<file path="src/rtl/instr_byte_loader_if.sv">
// Byte-stream input and instruction-memory write port of the byte loader.
// The master side drives the byte stream; the slave side is the loader.
interface instr_byte_loader_if #(
  parameter int ADDR_W = 6
);
  logic [7:0]        instr_i;
  logic              wr_en_o;
  logic [ADDR_W-1:0] wr_addr_o;
  logic [31:0]       wr_data_o;
  logic              busy_o;
  logic              done_o;
  logic [ADDR_W:0]   word_count_o;

  modport master (
    output instr_i,
    input  wr_en_o, wr_addr_o, wr_data_o, busy_o, done_o, word_count_o
  );

  modport slave (
    input  instr_i,
    output wr_en_o, wr_addr_o, wr_data_o, busy_o, done_o, word_count_o
  );
endinterface

</file>
<file path="src/rtl/instr_byte_loader.sv">
// Byte-serial instruction loader: waits for a start byte, assembles four
// bytes (MSB first) into a word and writes it to consecutive addresses.
// Stops on an all-ones terminator word or after the last address is written.
module instr_byte_loader #(
  parameter int          DEPTH      = 64,
  parameter int          ADDR_W     = 6,
  parameter logic [7:0]  START_BYTE = 8'hFE,
  parameter logic [31:0] END_WORD   = 32'hFFFF_FFFF
) (
  input logic                clk_i,
  input logic                reset,
  instr_byte_loader_if.slave bus
);

  typedef enum logic [1:0] {
    ST_IDLE = 2'd0,
    ST_LOAD = 2'd1,
    ST_DONE = 2'd2
  } state_t;

  localparam logic [ADDR_W-1:0] LAST_ADDR = ADDR_W'(DEPTH - 1);

  state_t            state_r, state_nx_s;
  logic [1:0]        phase_r, phase_nx_s;
  logic [ADDR_W-1:0] ptr_r, ptr_nx_s;
  logic [31:0]       asm_r, asm_nx_s;
  logic [31:0]       word_s;
  logic              wr_en_r, wr_en_nx_s;
  logic [ADDR_W-1:0] wr_addr_r, wr_addr_nx_s;
  logic [31:0]       wr_data_r, wr_data_nx_s;
  logic [ADDR_W:0]   count_r, count_nx_s;
  logic              busy_r, done_r;

  // Place the current byte into the lane selected by the byte phase.
  always_comb begin
    word_s = asm_r;
    case (phase_r)
      2'd0:    word_s[31:24] = bus.instr_i;
      2'd1:    word_s[23:16] = bus.instr_i;
      2'd2:    word_s[15:8]  = bus.instr_i;
      default: word_s[7:0]   = bus.instr_i;
    endcase
  end

  // Next-state and next-output logic of the load FSM.
  always_comb begin
    state_nx_s   = state_r;
    phase_nx_s   = phase_r;
    ptr_nx_s     = ptr_r;
    asm_nx_s     = asm_r;
    wr_en_nx_s   = 1'b0;
    wr_addr_nx_s = wr_addr_r;
    wr_data_nx_s = wr_data_r;
    count_nx_s   = count_r;
    case (state_r)
      ST_IDLE: begin
        if (bus.instr_i == START_BYTE) begin
          state_nx_s = ST_LOAD;
          phase_nx_s = 2'd0;
          ptr_nx_s   = {ADDR_W{1'b0}};
          asm_nx_s   = 32'h0000_0000;
        end else begin
          state_nx_s = ST_IDLE;
        end
      end
      ST_LOAD: begin
        // Every byte in LOAD is data, marker values included.
        asm_nx_s   = word_s;
        phase_nx_s = phase_r + 2'd1;
        if (phase_r == 2'd3) begin
          if (word_s == END_WORD) begin
            state_nx_s = ST_DONE;
          end else begin
            wr_en_nx_s   = 1'b1;
            wr_addr_nx_s = ptr_r;
            wr_data_nx_s = word_s;
            count_nx_s   = count_r + (ADDR_W + 1)'(1);
            // Last address: finish instead of letting the pointer wrap.
            if (ptr_r == LAST_ADDR) begin
              state_nx_s = ST_DONE;
              ptr_nx_s   = ptr_r;
            end else begin
              ptr_nx_s   = ptr_r + ADDR_W'(1);
            end
          end
        end else begin
          state_nx_s = ST_LOAD;
        end
      end
      ST_DONE: begin
        state_nx_s = ST_DONE;
      end
      default: begin
        state_nx_s = ST_IDLE;
      end
    endcase
  end

  // State and registered outputs; synchronous reset overrides everything.
  always_ff @(posedge clk_i) begin
    if (reset) begin
      state_r   <= ST_IDLE;
      phase_r   <= 2'd0;
      ptr_r     <= {ADDR_W{1'b0}};
      asm_r     <= 32'h0000_0000;
      wr_en_r   <= 1'b0;
      wr_addr_r <= {ADDR_W{1'b0}};
      wr_data_r <= 32'h0000_0000;
      count_r   <= {(ADDR_W + 1){1'b0}};
      busy_r    <= 1'b0;
      done_r    <= 1'b0;
    end else begin
      state_r   <= state_nx_s;
      phase_r   <= phase_nx_s;
      ptr_r     <= ptr_nx_s;
      asm_r     <= asm_nx_s;
      wr_en_r   <= wr_en_nx_s;
      wr_addr_r <= wr_addr_nx_s;
      wr_data_r <= wr_data_nx_s;
      count_r   <= count_nx_s;
      busy_r    <= (state_nx_s == ST_LOAD);
      done_r    <= (state_nx_s == ST_DONE);
    end
  end

  assign bus.wr_en_o      = wr_en_r;
  assign bus.wr_addr_o    = wr_addr_r;
  assign bus.wr_data_o    = wr_data_r;
  assign bus.busy_o       = busy_r;
  assign bus.done_o       = done_r;
  assign bus.word_count_o = count_r;

endmodule

</file>
<file path="src/flat_wrapper.sv">
// flat-port wrapper written by rule: the top's interface ports become plain ports
module instr_byte_loader_flat 
#(
  parameter int          DEPTH      = 64,
  parameter int          ADDR_W     = 6,
  parameter logic [7:0]  START_BYTE = 8'hFE,
  parameter logic [31:0] END_WORD   = 32'hFFFF_FFFF
)
  (clk_i, reset, bus_instr_i, bus_wr_en_o, bus_wr_addr_o, bus_wr_data_o, bus_busy_o, bus_done_o, bus_word_count_o);
  instr_byte_loader_if #(.ADDR_W(ADDR_W)) bus_i ();
  input logic clk_i;
  input logic reset;
  input wire logic [$bits(bus_i.instr_i)-1:0] bus_instr_i;
  output wire logic [$bits(bus_i.wr_en_o)-1:0] bus_wr_en_o;
  output wire logic [$bits(bus_i.wr_addr_o)-1:0] bus_wr_addr_o;
  output wire logic [$bits(bus_i.wr_data_o)-1:0] bus_wr_data_o;
  output wire logic [$bits(bus_i.busy_o)-1:0] bus_busy_o;
  output wire logic [$bits(bus_i.done_o)-1:0] bus_done_o;
  output wire logic [$bits(bus_i.word_count_o)-1:0] bus_word_count_o;
  assign bus_i.instr_i = bus_instr_i;
  assign bus_wr_en_o = bus_i.wr_en_o;
  assign bus_wr_addr_o = bus_i.wr_addr_o;
  assign bus_wr_data_o = bus_i.wr_data_o;
  assign bus_busy_o = bus_i.busy_o;
  assign bus_done_o = bus_i.done_o;
  assign bus_word_count_o = bus_i.word_count_o;
  instr_byte_loader #(.DEPTH(DEPTH), .ADDR_W(ADDR_W), .START_BYTE(START_BYTE), .END_WORD(END_WORD)) u_core (.clk_i(clk_i), .reset(reset), .bus(bus_i));
endmodule
</file>
<file path="config.mk">
export PLATFORM = sky130hd
export DESIGN_NAME = instr_byte_loader_flat
export DESIGN_NICKNAME = d
export VERILOG_FILES = /design/src/rtl/instr_byte_loader_if.sv /design/src/rtl/instr_byte_loader.sv /design/src/flat_wrapper.sv
export SDC_FILE = /design/constraint.sdc
export NUM_CORES = 1
export LEC_CHECK = 0
export CELL_PAD_IN_SITES_DETAIL_PLACEMENT = 1
export CELL_PAD_IN_SITES_GLOBAL_PLACEMENT = 1
export CORE_UTILIZATION = 40
export CTS_BUF_LIST = sky130_fd_sc_hd__clkbuf_4
export DETAILED_ROUTE_END_ITERATION = 12
export HOLD_SLACK_MARGIN = 0.15
export MAX_ROUTING_LAYER = met4
export PLACE_DENSITY = 0.88
export SETUP_SLACK_MARGIN = 0.3
export SYNTH_ARGS = -nofsm -noshare
export SYNTH_HDL_FRONTEND = slang
export SYNTH_SLANG_ARGS = --single-unit
export TNS_END_PERCENT = 50
</file>
<file path="constraint.sdc">
create_clock -name clk_i -period 3.69 [get_ports clk_i]
set_clock_uncertainty 0.05 [all_clocks]
set_input_delay 0.5535 -clock clk_i [delete_from_list [all_inputs] [get_ports clk_i]]
set_output_delay 0.5535 -clock clk_i [all_outputs]
set_load 0.1 [all_outputs]
</file>
==> results_dict.tcl, run 1 <==
set metrics [dict create \
    status "finished clean" \
    hold_violations 0 \
    wl_per_cell_microns 19.00 \
    drtAntennaViolNets 0 \
    clockBufferDepth 2 \
    critPathSlowestCell "o41a_1" \
    leakagePower_nw 1.674 \
    holdWs_ns 0.4376 \
    layout.nets 529 \
    io_pins 58 \
    final_cell_mix "dfxtp_1 (90), clkdlybuf4s50_1 (56), a21oi_1 (48)" \
    via_per_inst 5.983 \
    grt.overflow.total 0 \
    grt_pass1_vias 3841 \
    fin_crit_ns 3.176 \
    post_cts_resized 0 \
    finalWirelength_microns 12350 \
    pwr_density_cell_mw_per_mm2 331.8 \
    root_buffer "clkbuf_4" \
    end_kind "register" \
    synthFlopType "dfxtp_1" \
    ys_warn_count 0 \
    antenna_found_initial 0 \
    maxSlewHeadroom_pct 34.88 \
    area_growth_pct 20.66 \
    ys_types 50 \
    hpwl_microns 8348 \
    grt_max_degree 53 \
    hold_class "reg -> reg" \
    n_antenna_cell 0 \
    start_kind "register" \
    worst_pin_slew_ns 0.9738 \
    syn_avg_cell_area_sq_um 8.902 \
    fillCellCount 1157 \
    cts_htree_levels 3 \
    tns_ns 0 \
    rsz0062_at_grt "no" \
    power.total_w 0.001675 \
    crit_required_ns 3.96 \
    firstDrtPassIters 5 \
    cp_max_fo 20 \
    clkLatencyLatePin_ns 0.47 \
    fmax_mhz 314.9 \
    vias 3889 \
    arrival_ns 3.44 \
    critPathMaxStageDelay_ns 0.61 \
    drive_above_1_share_pct 10.44 \
    start_util_pct 42.03 \
    std_cell_rows 36 \
    post-route-period-util_pct 86.06 \
    final_common_cell "dfxtp_1" \
    max_cap_viol_count 0 \
    dp_slack_ns 0.2225 \
    die_h_microns 104.3 \
    crit_chain "inv_1 > ha_1 > buf_4 > mux2i_1 > nand2_1 > o41a_1 > buf_4 > a21oi_1 > a211oi_1" \
    cts_sinks 90 \
    ff_latch_area_sq_mm 0.001802 \
    crit_top_cell "buf_4" \
    cts_hold_buf 0 \
    netlist_instances 470 \
    cts_buffers 9 \
    port_buffers 57 \
    utilization_pct 50.72 \
    dieArea_sq_mm 0.01087 \
    syn_nets 487 \
    drc 0 \
    yosys_register_bits 90 \
    peakVddDrop_mv 0.1857 \
    cts_setup_buffers 0 \
    netlist_area_sq_mm 0.004184 \
    critPathKind "reg -> reg" \
    globalRouteTotalUtil_pct 24.31 \
    gp_congestion 0.8591 \
    die_w_microns 104.3 \
    grt_pass1_wl_microns 20370 \
    drt_iter0_markers 191 \
    setup_viol 0 \
    synth_edf_count 0 \
    drv_slew 0 \
    path_clk_slew_ns 0.15 \
    synth.yosys.seq_area_share_pct 43.06 \
    core_sq_mm 0.009955 \
    multi_input_area_sq_mm 0.002180 \
    async_flop_share_pct 0 \
    cts_tree "done" \
    finalWorstSetupSlack_ns 0.5144 \
]
## cells in the mapped netlist, types with 6 or more instances
master	count	area, sq um
ha_1	7	87.58
buf_2	9	45.04
a22oi_1	32	240.2
o21ai_0	13	65.06
nand3_1	19	95.09
nand2_1	16	60.06
nand2b_1	9	56.30
nor2_1	45	168.9
buf_1	7	26.28
clkbuf_1	28	105.1
dfxtp_1	90	1802
nor2b_1	6	37.54
nand4_1	9	56.30
a211oi_1	26	195.2
inv_1	6	22.52
a21oi_1	48	240.2
nor3_1	6	30.03
mux2i_1	27	270.3
## layer usage
metal | wire length [microns] | GRT usage [%] | part of all wire (%) | vias to the layer above
met3 | 512 | 4.762 | 4.1 | 34
li1 | - | - | - | 1821
met5 | 0 | - | 0 | -
met2 | 5984 | 39.31 | 48 | 120
met4 | 335 | 9.184 | 2.7 | 0
met1 | 5519 | 29.89 | 45 | 1914
## final timing paths
check,from,end,slack (ns),cells after the start
setup / recovery,u_core.phase_r[0],u_core.bus.wr_data_o[29],0.51,9
hold / removal,u_core.bus.wr_addr_o[4],u_core.bus.wr_addr_o[4],0.44,2
setup reg to reg,u_core.phase_r[0],u_core.bus.wr_data_o[29],0.51,9
hold reg to reg,u_core.bus.wr_addr_o[4],u_core.bus.wr_addr_o[4],0.44,2
## where the power goes
part	switching (W)	leakage, nW	internal, W	total (W)
clock network	0.000348	0.0912	0.000285	0.000634
registers	0.000000346	0.724	0.000972	0.000973
logic	0.0000468	0.858	0.0000220	0.0000688
total	0.000396	1.67	0.00128	0.00167
## layout make-up
cell class	instances	area share (%)
multi-input cells	328	43.17
inverters	6	0.4461
flip-flops and latches	90	35.69
clock inverters	6	1.735
repair buffers	77	14.18
clock buffers	10	1.487
well taps	133	3.296
## registers in the layout, summed over array words and instances, names as in the netlist
register,flops
u_core.asm_r,32
u_core.bus.busy_o,1
u_core.bus.done_o,1
u_core.bus.word_count_o,7
u_core.bus.wr_addr_o,6
u_core.bus.wr_data_o,32
u_core.bus.wr_en_o,1
u_core.phase_r,2
u_core.ptr_r,6
u_core.state_r,2
## stage by stage
stage | area [sq um] | instances
after detailed placement | 4878 | 634
after CTS | 5041 | 650
final | 5049 | 650
after global routing | 5049 | 650
after floorplan | 4184 | 470
after global placement | 4878 | 634
## critical path, delay by kind of cell, from the launching register on
kind	cells	cell delay (ns)
flops	1	0.39
simple gates	1	0.20
fa+ha+maj	1	0.39
mux	1	0.40
compound gates	3	0.93
buf+inv	3	0.66
## cell families after synthesis
| logic type | share of synthesized area [%] |
|---|---|
| muxes | 7.805 |
| DFF | 43.06 |
| AOI/OAI and AO/OA | 24.52 |
| and+or+nand+nor | 17.31 |
| buffers and inverters | 5.203 |
| adders and majority gates | 2.093 |
No activity file was read; power rests on OpenSTA's default activity.
==> run 2: changes to the inputs <==
ABC_AREA = 1   (was default)
ABC_CLOCK_PERIOD_IN_PS = 3690   (was default)
CTS_CLUSTER_DIAMETER = 40   (was default)
PLACE_DENSITY = 0.91   (was 0.88)
==> run 2 against run 1 <==
Net effect:
- cell area is 1.8% lower
- worst hold slack worse by 0.017 ns
- clock-buffer cell count is 1 lower
- critical endpoint is now bus_word_count_o[3]
==> results_dict.tcl, run 2 <==
set metrics [dict create \
    status "finished clean" \
    wl_per_cell_microns 15.85 \
    netlist_instances 583 \
    finalWorstSetupSlack_ns 0.9764 \
    antenna_found_initial 0 \
    power_switching_w 0.0004007 \
    critPathMaxStageDelay_ns 1.18 \
    gr-usage-met3_pct 2.882 \
    cts_hold_buf 0 \
    vias 4058 \
    ys_types 28 \
    final_cell_mix "nand2_1 (226), dfxtp_1 (90), a21oi_1 (66)" \
    synth.largest_area_cell "dfxtp_1" \
    clockBufferDepth 2 \
    max_cap_viol_count 0 \
    netlist_area_sq_mm 0.004202 \
    path_clk_slew_ns 0.15 \
    synthFlopType "dfxtp_1" \
    fin_crit_ns 2.714 \
    cts_tree "done" \
    cts_buffers 9 \
    drc 0 \
    pwr_density_cell_mw_per_mm2 335.0 \
    critPathKind "reg -> out" \
    grt_util_met2_pct 40.87 \
    die_w_microns 104.5 \
    root_buffer "clkbuf_4" \
    synth.yosys.seq_area_share_pct 42.88 \
    dp_slack_ns 0.8281 \
    synthTopCellsByArea "dfxtp_1 (43%), nand2_1 (20%), a21oi_1 (7.9%)" \
    drt_iter0_markers 187 \
    seq_power_share_pct 58.6 \
    globalRouteTotalUtil_pct 24.49 \
    crit_required_ns 3.09 \
    syn_avg_cell_area_sq_um 7.207 \
    async_flop_share_pct 0 \
    crit_buf_inv 1 \
    synth_edf_count 0 \
    ys_warn_count 0 \
    start_kind "register" \
    cp_max_fo 6 \
    holdWs_ns 0.4208 \
    tns_ns 0 \
    hpwl_microns 8259 \
    cts_setup_buffers 0 \
    n_antenna_cell 0 \
    crit_family "buffers and inverters" \
    hold_class "reg -> reg" \
    p_clk_share_pct 38.0 \
    crit_chain "clkdlybuf4s50_1" \
    gp_congestion 0.8066 \
    cts_htree_levels 3 \
    gr-usage-met1_pct 28.69 \
    critPathSlowestCell "clkdlybuf4s50_1" \
    peakVddDrop_mv 0.1812 \
    rr_startpoint "u_core.phase_r[0]" \
    finalWirelength_microns 12140 \
    synth_common_cells "nand2_1 (226), dfxtp_1 (90), a21oi_1 (66)" \
    fillCellCount 1327 \
    grt_pass1_vias 4190 \
    arrival_ns 2.11 \
    die_h_microns 104.5 \
    via_per_inst 5.298 \
    worstHoldStart "u_core.asm_r[5]" \
    post-synth-top-count-cell "nand2_1" \
    fmax_mhz 368.5 \
    io_pins 58 \
    final_common_cell "nand2_1" \
    core_sq_mm 0.01023 \
    dieArea_sq_mm 0.01092 \
    rsz0062_at_grt "no" \
    syn_nets 600 \
    drive_above_1_share_pct 12.38 \
    p_sw_share_pct 24.12 \
    setup_viol 0 \
    drtAntennaViolNets 0 \
    worst_pin_slew_ns 1.001 \
    port_buffers 57 \
    post_cts_resized 0 \
    layout.nets 642 \
    start_util_pct 41.07 \
    post-route-period-util_pct 73.54 \
    comb_power_share_pct 3.4 \
    grt.overflow.total 0 \
    grt_busiest_layer "met2" \
    setup.worst_path.start "u_core.bus.word_count_o[3]" \
    netlist.area_leader.share_pct 42.88 \
    grt_max_degree 53 \
    grt_pass1_wl_microns 20600 \
    clkLatencyLatePin_ns 0.47 \
    maxSlewHeadroom_pct 33.08 \
    end_kind "primary output" \
    std_cell_rows 37 \
    drv_slew 0 \
    hold_violations 0 \
    yosys_register_bits 90 \
    leakagePower_nw 1.724 \
    p_int_w 0.001260 \
    cts_sinks 90 \
    firstDrtPassIters 4 \
    area_growth_pct 18.02 \
]
-- run 2: cell families (layout without fill, tap and decap cells) --
logic type | count (synthesis) | after routing | synth area share, %
AO/OA/AOI/OAI | 93 | 93 | 12.95
XOR/XNOR | 4 | 4 | 0.8337
adder cells (fa/ha/maj) | 7 | 7 | 2.084
buffers and inverters | 53 | 100 | 7.117
flip-flops | 90 | 90 | 42.88
AND/OR/NAND/NOR | 336 | 336 | 34.13
-- run 2: path summary, 6_finish.rpt --
check / end / slack [ns] / depth (start not counted)
worst max-delay path: bus_word_count_o[3] / 0.98 / 1
worst min-delay path: u_core.asm_r[5] / 0.42 / 2
worst max register to register: u_core.bus.wr_data_o[9] / 1.03 / 12
worst min register to register: u_core.asm_r[5] / 0.42 / 2
-- run 2: power by group through the flow --
stage	clock network (W)	registers [W]	logic, W
2_1_floorplan	0	0.000995	0.0000278
3_3_place_gp	0	0.000994	0.0000544
3_5_place_dp	0	0.000995	0.0000560
4_1_cts	0.000646	0.000974	0.0000564
5_1_grt	0.000672	0.000974	0.0000613
6_report	0.000631	0.000973	0.0000564
-- run 2: stage by stage --
| stage | instances | util [%] | total power [W] | instance area (sq um) |
|---|---|---|---|---|
| floorplan | 583 | - | 0.001022 | 4202 |
| global placement | 750 | 46.89 | 0.001049 | 4797 |
| detailed placement | 750 | 46.89 | 0.001051 | 4797 |
| CTS | 766 | 48.47 | 0.001676 | 4959 |
| global route | 766 | 48.47 | 0.001708 | 4959 |
| finish | 766 | 48.47 | 0.001661 | 4959 |
-- run 2: layer usage --
layer | vias to the layer above | routed length (microns)
li1 | 1964 | -
met2 | 91 | 6010
met5 | - | 0
met4 | 0 | 359
met3 | 33 | 473
met1 | 1970 | 5301
-- run 2: final cells by class --
type	instances	area (sq um)	share of cell area, %
clock buffers	9	67.56	1.363
clock inverters	7	93.84	1.893
inverters	19	86.33	1.741
multi-input cells	440	2101	42.37
flip-flops and latches	90	1802	36.34
well taps	136	170.2	3.432
repair buffers	65	638.1	12.87
